<file path="config.mk">
export PLATFORM = sky130hd
export DESIGN_NAME = pipe_hazard_ctl
export DESIGN_NICKNAME = d
export VERILOG_FILES = /design/src/rtl/pipe_hazard_ctl.sv
export SDC_FILE = /design/constraint.sdc
export NUM_CORES = 1
export LEC_CHECK = 0
export CAP_MARGIN = 20
export CORE_MARGIN = 3
export CORE_UTILIZATION = 48
export CTS_CLUSTER_SIZE = 24
export DETAILED_ROUTE_END_ITERATION = 16
export PLACE_DENSITY_LB_ADDON = 0.12
export SETUP_SLACK_MARGIN = 0.1
export SYNTH_ARGS = -nofsm -noshare
export SYNTH_HDL_FRONTEND = slang
export SYNTH_SLANG_ARGS = --single-unit
export TNS_END_PERCENT = 20
</file>
<file path="constraint.sdc">
create_clock -name clk -period 5.1 [get_ports clk]
set_input_delay 1.02 -clock clk [delete_from_list [all_inputs] [get_ports clk]]
set_output_delay 1.02 -clock clk [all_outputs]
set_load 0.005 [all_outputs]
</file>
<file path="src/rtl/pipe_hazard_ctl.sv">
// pipe_hazard_ctl: stall/flush sequencing, EX forwarding selects, ID bypass and saturating hazard counters
module pipe_hazard_ctl #(
  parameter int CNT_W = 16
) (
  input  logic             clk,
  input  logic             rst,
  input  logic [4:0]       id_rs,
  input  logic [4:0]       id_rt,
  input  logic             id_uses_rt,
  input  logic [4:0]       ex_rs,
  input  logic [4:0]       ex_rt,
  input  logic             ex_MemRead,
  input  logic [4:0]       ex_wn,
  input  logic             mem_RegWrite,
  input  logic             wb_RegWrite,
  input  logic [4:0]       mem_wn,
  input  logic [4:0]       wb_wn,
  input  logic             mem_take,
  output logic             pc_en,
  output logic             ifid_en,
  output logic             ifid_flush,
  output logic             idex_flush,
  output logic             exmem_flush,
  output logic [1:0]       fwd_a,
  output logic [1:0]       fwd_b,
  output logic             byp_a,
  output logic             byp_b,
  output logic [CNT_W-1:0] stall_cnt,
  output logic [CNT_W-1:0] flush_cnt
);
  typedef enum logic {RUN, LU_STALL} state_t;
  state_t state, state_n;
  logic load_use, stall_ev, flush_ev;
  assign load_use = ex_MemRead && |ex_wn && (ex_wn == id_rs || (id_uses_rt && ex_wn == id_rt));
  // LU_STALL suppresses detection so each load inserts at most one bubble
  assign stall_ev = rst && !mem_take && state == RUN && load_use;
  assign flush_ev = rst && mem_take;
  always_comb begin
    state_n     = stall_ev ? LU_STALL : RUN;
    pc_en       = rst && !stall_ev;
    ifid_en     = rst && !stall_ev;
    ifid_flush  = !rst || mem_take;
    idex_flush  = !rst || mem_take || stall_ev;
    exmem_flush = !rst || mem_take;
    fwd_a = !rst ? 2'b00 : (mem_RegWrite && |mem_wn && mem_wn == ex_rs) ? 2'b10 :
            (wb_RegWrite && |wb_wn && wb_wn == ex_rs) ? 2'b01 : 2'b00;
    fwd_b = !rst ? 2'b00 : (mem_RegWrite && |mem_wn && mem_wn == ex_rt) ? 2'b10 :
            (wb_RegWrite && |wb_wn && wb_wn == ex_rt) ? 2'b01 : 2'b00;
    byp_a = rst && wb_RegWrite && |wb_wn && wb_wn == id_rs;
    byp_b = rst && wb_RegWrite && |wb_wn && wb_wn == id_rt;
  end
  always_ff @(posedge clk) begin
    if (!rst) begin
      state     <= RUN;
      stall_cnt <= '0;
      flush_cnt <= '0;
    end else begin
      state <= state_n;
      if (stall_ev && stall_cnt != '1) stall_cnt <= stall_cnt + 1'b1;
      if (flush_ev && flush_cnt != '1) flush_cnt <= flush_cnt + 1'b1;
    end
  end
endmodule

</file>
# ---- Yosys cells after proc, flatten, opt, wreduce, memory -nomap -nowiden
# Cells that the tools add are included.
dict set report op_classes {
  n_bitwise 1
  n_eq_ne 10
  n_addsub 2
  mux 7
  n_reduce_logical 29
}
# operator n
set op_table {}
lappend op_table {{$eq A5 B5 Y1} 8}
lappend op_table {{$add A16 B1 Y16 const B} 2}
lappend op_table {{$ne A16 B16 Y1 const B} 2}
lappend op_table {{$logic_and A1 B1 Y1} 20}
lappend op_table {{$reduce_or A5 Y1} 3}
lappend op_table {{$mux W2} 4}
lappend op_table {{$logic_not A1 Y1} 3}
lappend op_table {{$logic_or A1 B1 Y1} 3}
lappend op_table {{$mux W1} 3}
lappend op_table {{$not A1 Y1} 1}
dict set report totals {
  regBits 33
  in_bits 42
  output_inout_bits 43
  wordCells 52
}

# ---- Longest topological paths before layout
dict set report logic_depth {
  depth_word 7
  mapped_depth 7
}

# ---- Worst setup path after synthesis
# OpenSTA, ideal clock, no wires.
dict set report synth_timing {
  kind {input -> output}
  from {in wb_wn[2]}
  to {out fwd_a[0]}
  t_arrival_ns 2.238
  path_slack_ns 1.842
  required_ns 4.080
  n_path_buf 1
  path_stages 5
  path_cell_list {clkbuf_1 -> or4_1 -> o211ai_1 -> or4_1 -> nor4_1}
}
dict set report synth_between {
  elab_chain_len 6
  elab_cells_between_ends 7
  classes_between {eq/ne: 1; mux: 3; reduce/logical: 3}
}
# element line_no
set synth_rtl {}
lappend synth_rtl {{start: declaration} 17} ;# input logic [4:0] wb_wn,
lappend synth_rtl {{$reduce_or A5 Y1} 46} ;# (wb_RegWrite && |wb_wn && wb_wn == ex_rs) ? 2'b01 : 2'b00;
lappend synth_rtl {{$logic_and A1 B1 Y1} 46}
lappend synth_rtl {{$logic_and A1 B1 Y1 *} 46}
lappend synth_rtl {{$mux W1 *} 46}
lappend synth_rtl {{$mux W2 * (2 in a row)} 45} ;# fwd_a = !rst ? 2'b00 : (mem_RegWrite && |mem_wn && mem_wn == ex_rs) ? 2'b10 :
lappend synth_rtl {{end: declaration} 24} ;# output logic [1:0] fwd_a,
# Every way passes the cells marked *; elsewhere a longest branch is shown, timed or not.

# ---- Final worst setup path
dict set report layout_timing {
  from {in wb_wn[2]}
  to {out fwd_b[0]}
}
dict set report layout_between {
  elab_chain_len 6
  elab_cells_between_ends 7
  classes_between {eq/ne: 1; mux: 3; reduce/logical: 3}
}
# element line_no
set layout_rtl {}
lappend layout_rtl {{$reduce_or A5 Y1} 48} ;# (wb_RegWrite && |wb_wn && wb_wn == ex_rt) ? 2'b01 : 2'b00;
lappend layout_rtl {{$logic_and A1 B1 Y1} 48}
lappend layout_rtl {{$logic_and A1 B1 Y1 *} 48}
lappend layout_rtl {{$mux W1 *} 48}
lappend layout_rtl {{$mux W2 * (2 in a row)} 47} ;# fwd_b = !rst ? 2'b00 : (mem_RegWrite && |mem_wn && mem_wn == ex_rt) ? 2'b10 :
lappend layout_rtl {{end: declaration} 25} ;# output logic [1:0] fwd_b,
# Marks and branches as above.

==> results.md <==
* DR DRC count at 0
* Sw frac at 23.36%
* Initial core utilization at 51.17%
* Ys async rst share at 0%
* Unrepaired setup endpoints after global routing: false
* Seq pwr share at 41.9%
* Setup Viol. Count Final at 0
* TritonCTS buffer count at 5
* Hold slack at 485.7 ps
* Worst setup margin at 852.0 ps
* Max-capacitance violation count at 0
* Final Util at 72.68%
* IO buf count at 84
* Layout Nets at 390
* Drt first-iter violations at 89
* Post-CTS resize count at 0
* Layout cells sized above 1 at 6.340%
* CP Data Required Time at 4080 ps
* Post-CTS setup buffer count at 0
* GRT Overall Usage at 21.21%
* Wire per inst at 14.49 um
* Setup CP Type: in2out
* Layout Area Growth over Synthesis at 42.02%
* Synthesized area at 0.002290 mm2
* Post-CTS Hold Buffers at 0
* Total grt overflow at 0
* Final Hold Vio Count at 0
* Logic pwr share at 17.3%
* Routed Antenna Nets at 0
* Status: finished clean
* Slew at the pin with the worst max-slew slack at 601.2 ps
* Cell Int Power at 0.0004777 W
* DR vias at 2229
* Sw power at 0.0001456 W
* Total wire length at 5.782 mm
* Avg Inst Size Synth at 8.544 um2
* Syn_nets at 312
* CP Launch Type: primary input
* Gpl congestion at 0.8245
* Placement Setup Slack at 853.6 ps
* Crit end category: output pin
* Synth warn at 0
* Critical Path AT at 3230 ps
* Max-slew violation total from the final report at 0
* Max Root-Sink Buffers at 2
* Setup TNS at 0 ps
* Hold Path Class: reg2reg
* Pin count of the biggest net entering global routing at 29
* Pwr Density at 191.7 mW/mm2
* Via-to-Cell Ratio at 5.586
* Leakage at 1.149 nW
* CTS tree: built
* Power Total at 0.0006233 W
* Commonest non-fill, non-tap cell in the layout: clkdlybuf4s50_1
* Setup Skew at 9.449 ps
* Diodes inserted at 0
* Maximum vdd ir drop at 139.8 uV
* Reg clk slew, reported paths at 60 ps
* Most frequent cells in the layout: 84 x clkdlybuf4s50_1, 34 x xor2_1, 33 x dfxtp_1
* Ys flop type: dfxtp_1
* Die X at 75.07 um
* Distinct cells, synth at 39
* Number of synthesized flops with an enable pin at 0
* Initial antenna violation count at 0
* Core area at 0.004474 mm2
* Worst skew pair latency at 280 ps
* Synthesis-stage register bit count at 33
* Relative slew margins at 59.88%
* Fin crit share at 83.29%
* Root Buffer: clkbuf_8
* Vias in the first global route at 2161
* Gate Count Post-Synth at 268
* First-pass GRT wire length at 9.487 mm
* Period minus WS final at 4248 ps
* Detailed placement HPWL at 4.417 mm
* H-tree levels at 2
* Die Height at 75.07 um
* Max Fclk at 235.4 MHz
* Die area at 0.005635 mm2
* Max Fanout on Critical Path at 5
* CTS Sinks at 33
* Sequential-to-total area share from yosys stat at 28.85%
* Number of top-level pins at 85
* Num rows at 24
* Iteration count of the initial detailed-routing pass at 4
* Clock network fraction of total power at 40.8%
per-stage QoR:
stage	instances	instance area (um2)
floorplan	268	2290
global placement	391	3136
detailed placement	391	3136
CTS	399	3252
global route	399	3252
finish	399	3252
power groups by stage:
stage	logic, W	registers, W	clock network (W)
after global placement	0.000106	0.000267	0
after floorplan	0.0000537	0.000267	0
after global routing	0.000117	0.000262	0.000267
after CTS	0.000108	0.000261	0.000255
final	0.000108	0.000261	0.000255
after detailed placement	0.000108	0.000267	0
sequential cells by signal (all words and copies together), names as in the netlist:
| signal | cells |
|---|---|
| stall_cnt | 16 |
| flush_cnt | 16 |
| state | 1 |
per-layer routing:
| metal | GRT usage [%] | share of wire (%) | vias to the layer above | wire [um] |
|---|---|---|---|---|
| met2 | 36.27 | 47 | 74 | 2692 |
| li1 | - | - | 1105 | - |
| met4 | 6.324 | 0.66 | 0 | 38 |
| met3 | 3.471 | 6.3 | 6 | 363 |
| met5 | 0 | 0 | - | 0 |
| met1 | 27.33 | 46 | 1044 | 2688 |
worst paths after layout:
path | startpoint | end | slack, ps | depth (start not counted)
max | wb_wn[2] | fwd_b[0] | 850 | 6
min reg2reg | stall_cnt[15] | stall_cnt[15] | 490 | 2
min | stall_cnt[15] | stall_cnt[15] | 490 | 2
max reg2reg | stall_cnt[0] | stall_cnt[10] | 3100 | 6
synthesized netlist by cell type, types with 3 or more instances:
cell      instances  area [um2]
inv_1             5       18.77
o21ai_0           4       20.02
nor2_1           15       56.30
xor2_1           34       297.8
o31ai_1           4       30.03
buf_2             3       15.01
nor4_1            7       43.79
nor3_1            7       35.03
and4_1            6       52.55
a21oi_1           9       45.04
buf_4             3       22.52
nand4_1           6       37.54
nand2b_1          9       56.30
nand3_1          18       90.09
clkbuf_1          7       26.28
or3_1             3       18.77
dfxtp_1          33       660.6
and2_1            3       18.77
nor4_2            3       37.54
and3_1            8       50.05
mux2i_1          12       120.1
or4_1             8       60.06
xnor2_1          17       148.9
nand2_1          24       90.09
kinds of logic (layout without fill, tap and decap cells):
| logic type | count (synthesis) | in the layout | synth area share (%) |
|---|---|---|---|
| compound gates | 24 | 24 | 8.853 |
| xor+xnor | 51 | 51 | 19.51 |
| fa+ha+maj | 2 | 2 | 1.093 |
| buf+inv | 21 | 100 | 4.426 |
| flops | 33 | 33 | 28.85 |
| mux | 12 | 12 | 5.246 |
| simple gates | 125 | 125 | 32.02 |
critical path, cell delays in order:
cell and delay, ps:
clkdlybuf4s50_1 620, or4_1 170, o211ai_1 140, or4_1 550
nor4_1 180, clkdlybuf4s50_1 550
area by class of cell:
class | count | area, um2
clock inverter | 1 | 30.03
timing repair buffer | 87 | 863.3
tap | 52 | 65.06
fill | 362 | 1222
inverter | 5 | 18.77
sequential | 33 | 660.6
clock buffer | 7 | 86.33
multi-input combinational | 214 | 1528
(Power assumes the default switching activity.)
==> edit: new RTL, same settings <==
Register the output `flush_cnt` once more, cleared by the reset; this adds one clock of latency there. The other outputs are not delayed to match.
--- a/src/rtl/pipe_hazard_ctl.sv
+++ b/src/rtl/pipe_hazard_ctl.sv
@@ -30,4 +30,6 @@
 );
   typedef enum logic {RUN, LU_STALL} state_t;
+
+  logic [CNT_W-1:0] flush_cnt_s0;
   state_t state, state_n;
   logic load_use, stall_ev, flush_ev;
@@ -54,11 +56,19 @@
       state     <= RUN;
       stall_cnt <= '0;
-      flush_cnt <= '0;
+      flush_cnt_s0 <= '0;
     end else begin
       state <= state_n;
       if (stall_ev && stall_cnt != '1) stall_cnt <= stall_cnt + 1'b1;
-      if (flush_ev && flush_cnt != '1) flush_cnt <= flush_cnt + 1'b1;
+      if (flush_ev && flush_cnt_s0 != '1) flush_cnt_s0 <= flush_cnt_s0 + 1'b1;
     end
   end
+  always_ff @(posedge clk) begin
+    if (!rst) begin
+      flush_cnt <= '0;
+    end else begin
+      flush_cnt <= flush_cnt_s0;
+    end
+  end
+
 endmodule
 
Check against the original RTL: not equivalent (a bounded check fails within 4 cycles, from zero or initial values and one cycle with rst low).
==> edit against the unedited design <==
- final area up 11%
- power up 17%
- setup slack worse by 0.069 ns
- global-route usage down 1.5 points
- synthesized area up 16%
- wire length up 6.9%
- sequential cell count up 16
- sequential power up 48%
==> edit: results <==
hold_path:
  min-delay-start: "stall_cnt[10]$_SDFFE_PN0P_"
  min_to: "stall_cnt[10]$_SDFFE_PN0P_"
  hold_class: "reg2reg"
global_route:
  first_global_vias: 2300
  grt_pass1_wl_um: 10160
  track_usage: 0.1973
  antenna_found_initial: 0
  grt_max_degree: 25
synth:
  synth.cells.most_frequent: "dfxtp_1 (49), xnor2_1 (28), nand2_1 (23), xor2_1 (19)"
  synth-xor-area-share: 0.1551
  synthTopCellsByArea: "dfxtp_1 (37%), xnor2_1 (9.2%), xor2_1 (6.3%)"
  synth-adder-area-share: 0.009430
  synth_warnings: 0
  synth.mux.area_fraction: 0.02310
  synth.distinct_cells: 37
  ys_seq_area_frac: 0.3696
  syn-num-nets: 355
  async_flop_share: 0
  synth_compound_area_frac: 0.1099
  synth_top_family_by_area: "simple AND/OR/NAND/NOR gates"
placement:
  dp_hpwl_um: 4773
  gp_congestion: 0.7794
  io_buffers: 84
power:
  p_leak_nw: 1.192
  swShare: 0.2410
  vdd_drop_max_mv: 0.1432
clock_tree:
  cts_root_buf: "clkbuf_8"
  cts_buffers: 5
  htreeDepth: 2
  clkTransAtPathRegs_ns: 0.09
  clk_latency_ns: 0.31
  cts_resized: 0
  clk_path_buf_depth: 2
setup_path:
  cpPeakStageDelay_ns: 0.71
  r2r_end: "stall_cnt[14]$_SDFFE_PN0P_"
  cp.arrival_ns: 3.30
  worst-path-max-fanout: 13
  reg2reg_setup_slack_ns: 3.22
  critPathSlowestCell: "clkdlybuf4s50_1"
  r2r_start: "stall_cnt[0]$_SDFFE_PN0P_"
routing:
  first_pass_iters: 4
  vias_per_cell: 5.448
  first_iter_violations: 120
  wire_per_inst_um: 13.50
cells_and_area:
  antenna_cells: 0
  layout-drive-gt1-share: 0.04124
  reg_top3: "flush_cnt: 16 flops, flush_cnt_s0: 16 flops, stall_cnt: 16 flops"
  fill_cells: 441
  fin_nets: 432
status:
  status: "complete, no violations"
timing:
  finalClockSkew_ns: 0.008785
  tightest_slew_ns: 0.5274
  whs_ns: 0.4969
[edit: cell count changes in the layout (fill, tap and decap cells not counted), moves of 4 or more]
cell | unedited run | this run
a21oi_1 | 9 | 18
and2_1 | 3 | 18
and3_1 | 8 | 4
dfxtp_1 | 33 | 49
mux2i_1 | 12 | 5
nand4_1 | 6 | 11
o21ai_0 | 4 | 10
o31ai_1 | 4 | 10
or4_1 | 8 | 13
xnor2_1 | 17 | 28
xor2_1 | 34 | 19
[edit: critical path: cells and delay by family]
| family | cells | cell delay, ns |
|---|---|---|
| buffers and inverters | 2 | 1.27 |
| and+or+nand+nor | 2 | 0.78 |
| AOI/OAI and AO/OA | 1 | 0.23 |
[edit: metrics by stage]
step / area (µm²) / util / setup WS, ns / std cells
after global placement: 3513 / 0.6708 / 0.7921 / 451
after floorplan: 2654 / - / 1.844 / 311
final: 3603 / 0.6880 / 0.7835 / 458
after CTS: 3603 / 0.6880 / 0.7627 / 458
after detailed placement: 3513 / 0.6708 / 0.7861 / 451
after global routing: 3603 / 0.6880 / 0.5630 / 458
[edit: area by class of cell]
class | count | area, µm² | area share
Clock inverter | 1 | 7.507 | 0.002083
Sequential cell | 49 | 980.9 | 0.2722
Multi-Input combinational cell | 240 | 1567 | 0.4347
Tap cell | 70 | 87.58 | 0.02431
Inverter | 6 | 22.52 | 0.006250
Timing Repair Buffer | 86 | 855.8 | 0.2375
Clock buffer | 6 | 82.58 | 0.02292
[edit: how the worst max path moves through the flow]
stage / from / to / slack [ns] / cells after the start
final: rst / fwd_b[0] / 0.78 / 5
after global routing: rst / fwd_a[0] / 0.56 / 5
after CTS: rst / fwd_b[0] / 0.76 / 5
after detailed placement: rst / fwd_b[0] / 0.79 / 5
after global placement: rst / fwd_a[0] / 0.79 / 5
after floorplan: wb_wn[1] / fwd_a[0] / 1.84 / 5
[edit: kinds of logic after synthesis]
logic type                 count (synthesis)
muxes                                      6
xor gates and xnor gates                  47
AOI/OAI and AO/OA                         46
adders and majority gates                  2
and+or+nand+nor                          139
DFF                                       49
buffers and inverters                     22
[edit: power groups by stage]
stage / Combinational [mW] / Clock, mW / Sequential (mW)
2_1_floorplan: 0.0535 / 0 / 0.396
3_5_place_dp: 0.108 / 0 / 0.396
4_1_cts: 0.108 / 0.238 / 0.387
6_report: 0.107 / 0.231 / 0.387
3_3_place_gp: 0.106 / 0 / 0.396
5_1_grt: 0.117 / 0.253 / 0.388
[edit: metal layers]
layer / GRT usage / vias to the layer above / wire length [µm] / part of all wire
met1: 0.2383 / 1141 / 2707 / 0.44
met2: 0.3154 / 83 / 2794 / 0.45
li1: - / 1261 / - / -
met5: 0 / - / 0 / 0
met4: 0.06926 / 0 / 118 / 0.019
met3: 0.07960 / 10 / 560 / 0.091
